File: config.mk
export PLATFORM = sky130hd
export DESIGN_NAME = x_delay_line_ctrl
export DESIGN_NICKNAME = d
export VERILOG_FILES = /design/src/rtl/x_delay_line_ctrl.sv
export SDC_FILE = /design/constraint.sdc
export NUM_CORES = 1
export LEC_CHECK = 0
export BUFFER_PORTS_ARGS = -buffer_cell sky130_fd_sc_hd__buf_2
export CAP_MARGIN = 15
export CORE_AREA = 2 2 68 86
export CTS_CLUSTER_DIAMETER = 40
export DETAILED_ROUTE_END_ITERATION = 12
export DIE_AREA = 0 0 70 88
export PLACE_DENSITY = 0.81
export REMOVE_ABC_BUFFERS = 1
export SLEW_MARGIN = 40
export SYNTH_ARGS = -nofsm -noshare
export SYNTH_HDL_FRONTEND = slang
export SYNTH_SLANG_ARGS = --single-unit
export TNS_END_PERCENT = 20
File: constraint.sdc
create_clock -name i_clk -period 12.8 [get_ports i_clk]
set_clock_uncertainty 0.2 [all_clocks]
set_input_delay 0.64 -clock i_clk [delete_from_list [all_inputs] [get_ports i_clk]]
set_output_delay 0.64 -clock i_clk [all_outputs]
set_load 0.02 [all_outputs]
File: src/rtl/x_delay_line_ctrl.sv
// x_delay_line_ctrl: measurement sequencer for the x_delay_line TDC.
// Optional macro X_DLC_BUBBLE_FIX_EN: majority-of-3 bubble fix before popcount.
module x_delay_line_ctrl #(
  parameter  int WIDTH   = 32,
  parameter  int SETTLE  = 4,
  parameter  int AVG_MAX = 7,
  localparam int CW      = $clog2(WIDTH + 1),
  localparam int SW      = CW + AVG_MAX
) (
  input  logic             i_clk,
  input  logic             i_rst,
  input  logic             i_go,
  input  logic [2:0]       i_avg_log2,
  output logic             o_busy,
  output logic             o_dl_start,
  input  logic [WIDTH-1:0] i_dl_data,
  output logic             o_res_valid,
  input  logic             i_res_ready,
  output logic [SW-1:0]    o_res_sum,
  output logic [CW-1:0]    o_res_mean,
  output logic             o_res_sat
);

  localparam int RW  = (AVG_MAX > 0) ? AVG_MAX : 1;
  localparam int SCW = (SETTLE > 1) ? $clog2(SETTLE) : 1;
  localparam logic [2:0] NMAX = 3'((AVG_MAX > 7) ? 7 : AVG_MAX);

  typedef enum logic [2:0] {
    S_IDLE,
    S_FIRE,
    S_WAIT,
    S_SAMPLE,
    S_DONE
  } state_e;

  state_e           state_q, state_d;
  logic [2:0]       n_q, n_d;
  logic [SW-1:0]    acc_q, acc_d;
  logic             sat_q, sat_d;
  logic [RW-1:0]    rem_q, rem_d;
  logic [SCW-1:0]   wcnt_q, wcnt_d;
  logic             start_q, start_d;
  logic [2:0]       n_in;
  logic [WIDTH-1:0] word_fix;
  logic [CW-1:0]    tap_cnt;
  logic             word_ones;

  assign n_in = (i_avg_log2 > NMAX) ? NMAX : i_avg_log2;

  // Tap count of the sampled word, optionally bubble-corrected first
  always_comb begin
`ifdef X_DLC_BUBBLE_FIX_EN
    logic [WIDTH+1:0] ext;
    ext = {1'b0, i_dl_data, 1'b1};
    for (int i = 0; i < WIDTH; i++) begin
      word_fix[i] = (ext[i] & ext[i+1]) |
                    (ext[i] & ext[i+2]) |
                    (ext[i+1] & ext[i+2]);
    end
`else
    word_fix = i_dl_data;
`endif
    tap_cnt = '0;
    for (int i = 0; i < WIDTH; i++) begin
      tap_cnt = tap_cnt + CW'(word_fix[i]);
    end
    word_ones = &i_dl_data;
  end

  // State and datapath registers; reset aborts any campaign
  always_ff @(posedge i_clk or posedge i_rst) begin
    if (i_rst) begin
      state_q <= S_IDLE;
      n_q     <= '0;
      acc_q   <= '0;
      sat_q   <= 1'b0;
      rem_q   <= '0;
      wcnt_q  <= '0;
      start_q <= 1'b0;
    end else begin
      state_q <= state_d;
      n_q     <= n_d;
      acc_q   <= acc_d;
      sat_q   <= sat_d;
      rem_q   <= rem_d;
      wcnt_q  <= wcnt_d;
      start_q <= start_d;
    end
  end

  // Next-state sequencing of the launch/settle/sample loop
  always_comb begin
    state_d = state_q;
    case (state_q)
      S_IDLE:   if (i_go) state_d = S_FIRE;
      S_FIRE:   state_d = S_WAIT;
      S_WAIT:   if (wcnt_q == '0) state_d = S_SAMPLE;
      S_SAMPLE: state_d = (rem_q == '0) ? S_DONE : S_FIRE;
      S_DONE:   if (i_res_ready) state_d = S_IDLE;
      default:  state_d = S_IDLE;
    endcase
  end

  // Counters and accumulator updates per state
  always_comb begin
    n_d    = n_q;
    acc_d  = acc_q;
    sat_d  = sat_q;
    rem_d  = rem_q;
    wcnt_d = wcnt_q;
    case (state_q)
      S_IDLE: begin
        if (i_go) begin
          n_d   = n_in;
          acc_d = '0;
          sat_d = 1'b0;
          rem_d = RW'((1 << n_in) - 1);
        end
      end
      S_FIRE: wcnt_d = SCW'(SETTLE - 1);
      S_WAIT: begin
        if (wcnt_q != '0) wcnt_d = wcnt_q - SCW'(1);
      end
      S_SAMPLE: begin
        acc_d = acc_q + SW'(tap_cnt);
        sat_d = sat_q | word_ones;
        if (rem_q != '0) rem_d = rem_q - RW'(1);
      end
      default: ;
    endcase
  end

  // Outputs; launch pulse is registered off the next state
  always_comb begin
    start_d     = (state_d == S_FIRE);
    o_dl_start  = start_q;
    o_busy      = (state_q != S_IDLE);
    o_res_valid = (state_q == S_DONE);
    o_res_sum   = acc_q;
    o_res_mean  = CW'(acc_q >> n_q);
    o_res_sat   = sat_q;
  end

endmodule

==> flow_metrics.py <==
metrics = {
    "worst_setup_path": {
        "cpPeakStageDelay_ps": 550,
        "cpMaxStageDelayCell": "fa_1",
        "cp.required_ps": 12740,
        "critical_path_class": "input pin to flop",
        "cp_data_arrival_time_ps": 5520,
        "cp_max_fo": 6,
        "cp-end-kind": "flop",
        "crit_chain": "buf_2 > fa_1 > inv_1 > fa_1 > fa_1 > fa_1 > fa_1 > fa_1 > fa_1 > fa_1 > nor2b_1 > o31a_1 > o41ai_2 > o211ai_1 > o31ai_1",
        "crit_path_frequent_cell": "fa_1",
        "crit_path_start_kind": "input pin",
    },
    "synthesis": {
        "syn_area_um2": 2865,
        "synth_flop_cell": "dfrtp_1",
        "synth_top_area_share_pct": 26.20,
        "yosysMostFrequentCell": "inv_1",
        "ys_types": 42,
        "synthTopCellsByCount": "52 x inv_1, 30 x dfrtp_1, 26 x fa_1",
        "synth-seq-cells": 30,
        "synthTopCellsByArea": "dfrtp_1 26%, fa_1 18%, ha_1 8.3%",
        "synth-warning-count": 0,
        "synth_edf_count": 0,
        "async_flop_share_pct": 100.0,
        "syn_inst": 304,
        "syn_area_per_cell_um2": 9.425,
        "synth_area_leader_cell": "dfrtp_1",
        "seq_area_frac_synth_pct": 26.20,
    },
    "sta": {
        "slew_viol_final": 0,
        "fin_crit_sh_pct": 43.59,
        "setup_tns_ps": 0,
        "setup_ws_ps": 7220,
        "hold_viol_final": 0,
        "slew_headroom_pct": 56.09,
        "setup_viol": 0,
        "fmax_ghz": 0.1792,
        "grt_setup_unrepaired": "false",
        "tightest_slew_ps": 657.1,
        "finalCriticalPeriod_ps": 5580,
    },
    "floorplan": {
        "die_y_um": 88,
        "core_area_um2": 5330,
        "ioPinCount": 62,
        "die_x_um": 70,
        "row_count": 30,
        "dieArea_um2": 6160,
        "start_util_pct": 53.76,
    },
    "detailed_routing": {
        "drt_pass1_iterations": 4,
        "via_count": 2431,
        "wl_per_cell_um": 14.66,
        "routed_wl_um": 6259,
        "drt_iter0_drc": 98,
        "vias_per_cell": 5.693,
        "drc": 0,
        "ant_nets": 0,
    },
    "hold_path": {
        "hold_class": "input pin to async pin",
    },
    "grt": {
        "antenna_found_initial": 0,
        "overflow": 0,
        "grtUsageTotal_pct": 21.05,
        "grt_max_degree": 31,
        "grt_pass1_wl_um": 10390,
        "grt_pass1_vias": 2353,
    },
    "clock_network": {
        "post_cts_resized": 0,
        "cts_num_sinks": 30,
        "cts_made_buffers": 5,
        "clk_latency_ps": 290,
        "tritoncts": "built",
        "path_clk_slew_ps": 60,
        "cts_setup_buffers": 0,
        "cts_root_buf": "clkbuf_8",
        "cts_hold_buf": 0,
        "cts-htree-levels": 2,
        "clock_path_buffers": 2,
    },
    "run": {
        "drv_cap": 0,
    },
    "cells_and_area": {
        "syn2layout_area_growth_pct": 15.02,
        "diodes": 0,
        "drive_gt1_share_pct": 22.87,
        "final_nets": 446,
    },
    "placement": {
        "dp_slack_ps": 7032,
        "io_buffers": 61,
        "place.gp.congestion": 0.8484,
        "hpwl_um": 4979,
    },
    "power_and_ir_drop": {
        "power_leakage_nw": 1.713,
        "power.density_nw_per_um2": 278.9,
        "irDropWorstVdd_mv": 0.2207,
    },
    "outcome": {
        "status": "complete, no violations",
    },
}
[cell type report]
cell class                      count  area, um2
Fill cell                         461       2034
Sequential cell                    30      750.7
Tap cell                           64      80.08
Multi-Input combinational cell    210       1858
Clock inverter                      1      5.005
Timing Repair Buffer               63      320.3
Inverter                           52      195.2
Clock buffer                        7      86.33
[registers in the layout, indices dropped and copies added, names as in the netlist]
register,cells
n_q,3
state_q,3
o_dl_start,1
o_res_sum,13
wcnt_q,2
rem_q,7
o_res_sat,1
[layer usage]
layer	share of wire, %	wire length, um	vias to the layer above	global-route usage [%]
li1	-	-	1173	-
met3	5.8	363	13	3.337
met2	51	3191	81	37.14
met4	2.8	174	0	10.66
met5	0	0	-	0
met1	40	2529	1164	25.04
[critical path: cells and delay by family]
kind	cells	cell delay, ps
fa+ha+maj	8	3810
compound gates	4	710
buf+inv	2	180
simple gates	1	180
[worst paths after layout]
kind	from	to	slack [ps]	cells after the start
worst max-delay path	i_dl_data[0]	o_res_sum[10]$_DFFE_PP0P_	7220	15
worst min-delay path	i_rst	o_res_sum[11]$_DFFE_PP0P_	210	3
worst max register to register	o_res_sum[0]$_DFFE_PP0P_	o_res_sum[10]$_DFFE_PP0P_	7800	13
worst min register to register	o_res_sat$_DFFE_PP0P_	o_res_sat$_DFFE_PP0P_	300	1
max in group asynchronous	i_rst	o_res_sat$_DFFE_PP0P_	11900	3
min in group i_clk	o_res_sat$_DFFE_PP0P_	o_res_sat$_DFFE_PP0P_	300	1
[kinds of logic after synthesis]
| kind of cell | synth area share, % |
|---|---|
| muxes | 8.821 |
| and+or+nand+nor | 13.67 |
| AOI/OAI and AO/OA | 14.67 |
| xor gates and xnor gates | 1.223 |
| DFF | 26.20 |
| adders and majority gates | 26.46 |
| buffers and inverters | 8.952 |
[through the flow]
step	power, mW	std cells	utilization [%]	cell area (um2)	hold slack, ps
finish	0.9192	427	61.83	3296	214.9
global route	1.018	427	61.83	3296	258.0
CTS	0.9274	427	61.83	3296	235.3
detailed placement	0.8441	419	60.12	3204	290.0
global placement	0.8160	419	60.12	3204	286.6
floorplan	0.6974	292	-	2804	279.6
[cell usage in the layout, fill, tap and decap left out, drive strengths merged, types with 3 or more instances in the layout]
cell    netlist  routed
and3          4       4
nor3b         3       3
fa           26      26
o21ai        25      25
a21oi        10      10
mux2          6       6
nand2        18      18
nor3          6       6
xnor2         3       3
o31ai         3       3
a211oi        4       4
dfrtp        30      30
nor2b         3       3
o21a          3       3
nand3        15      15
a22o          5       5
clkbuf        5       7
nand3b        3       3
nor2         10      10
a31o          3       3
mux2i        14      14
ha           19      19
inv          52      52
buf           7      63
nand4         8       8
[report_power, final]
part | internal (mW) | switching (mW) | leakage (nW)
sequential | 0.126 | 0.0548 | 0.381
clock | 0.0433 | 0.0365 | 0.0482
combinational | 0.299 | 0.359 | 1.28
Note: power is estimated with default switching activity, not from simulation.
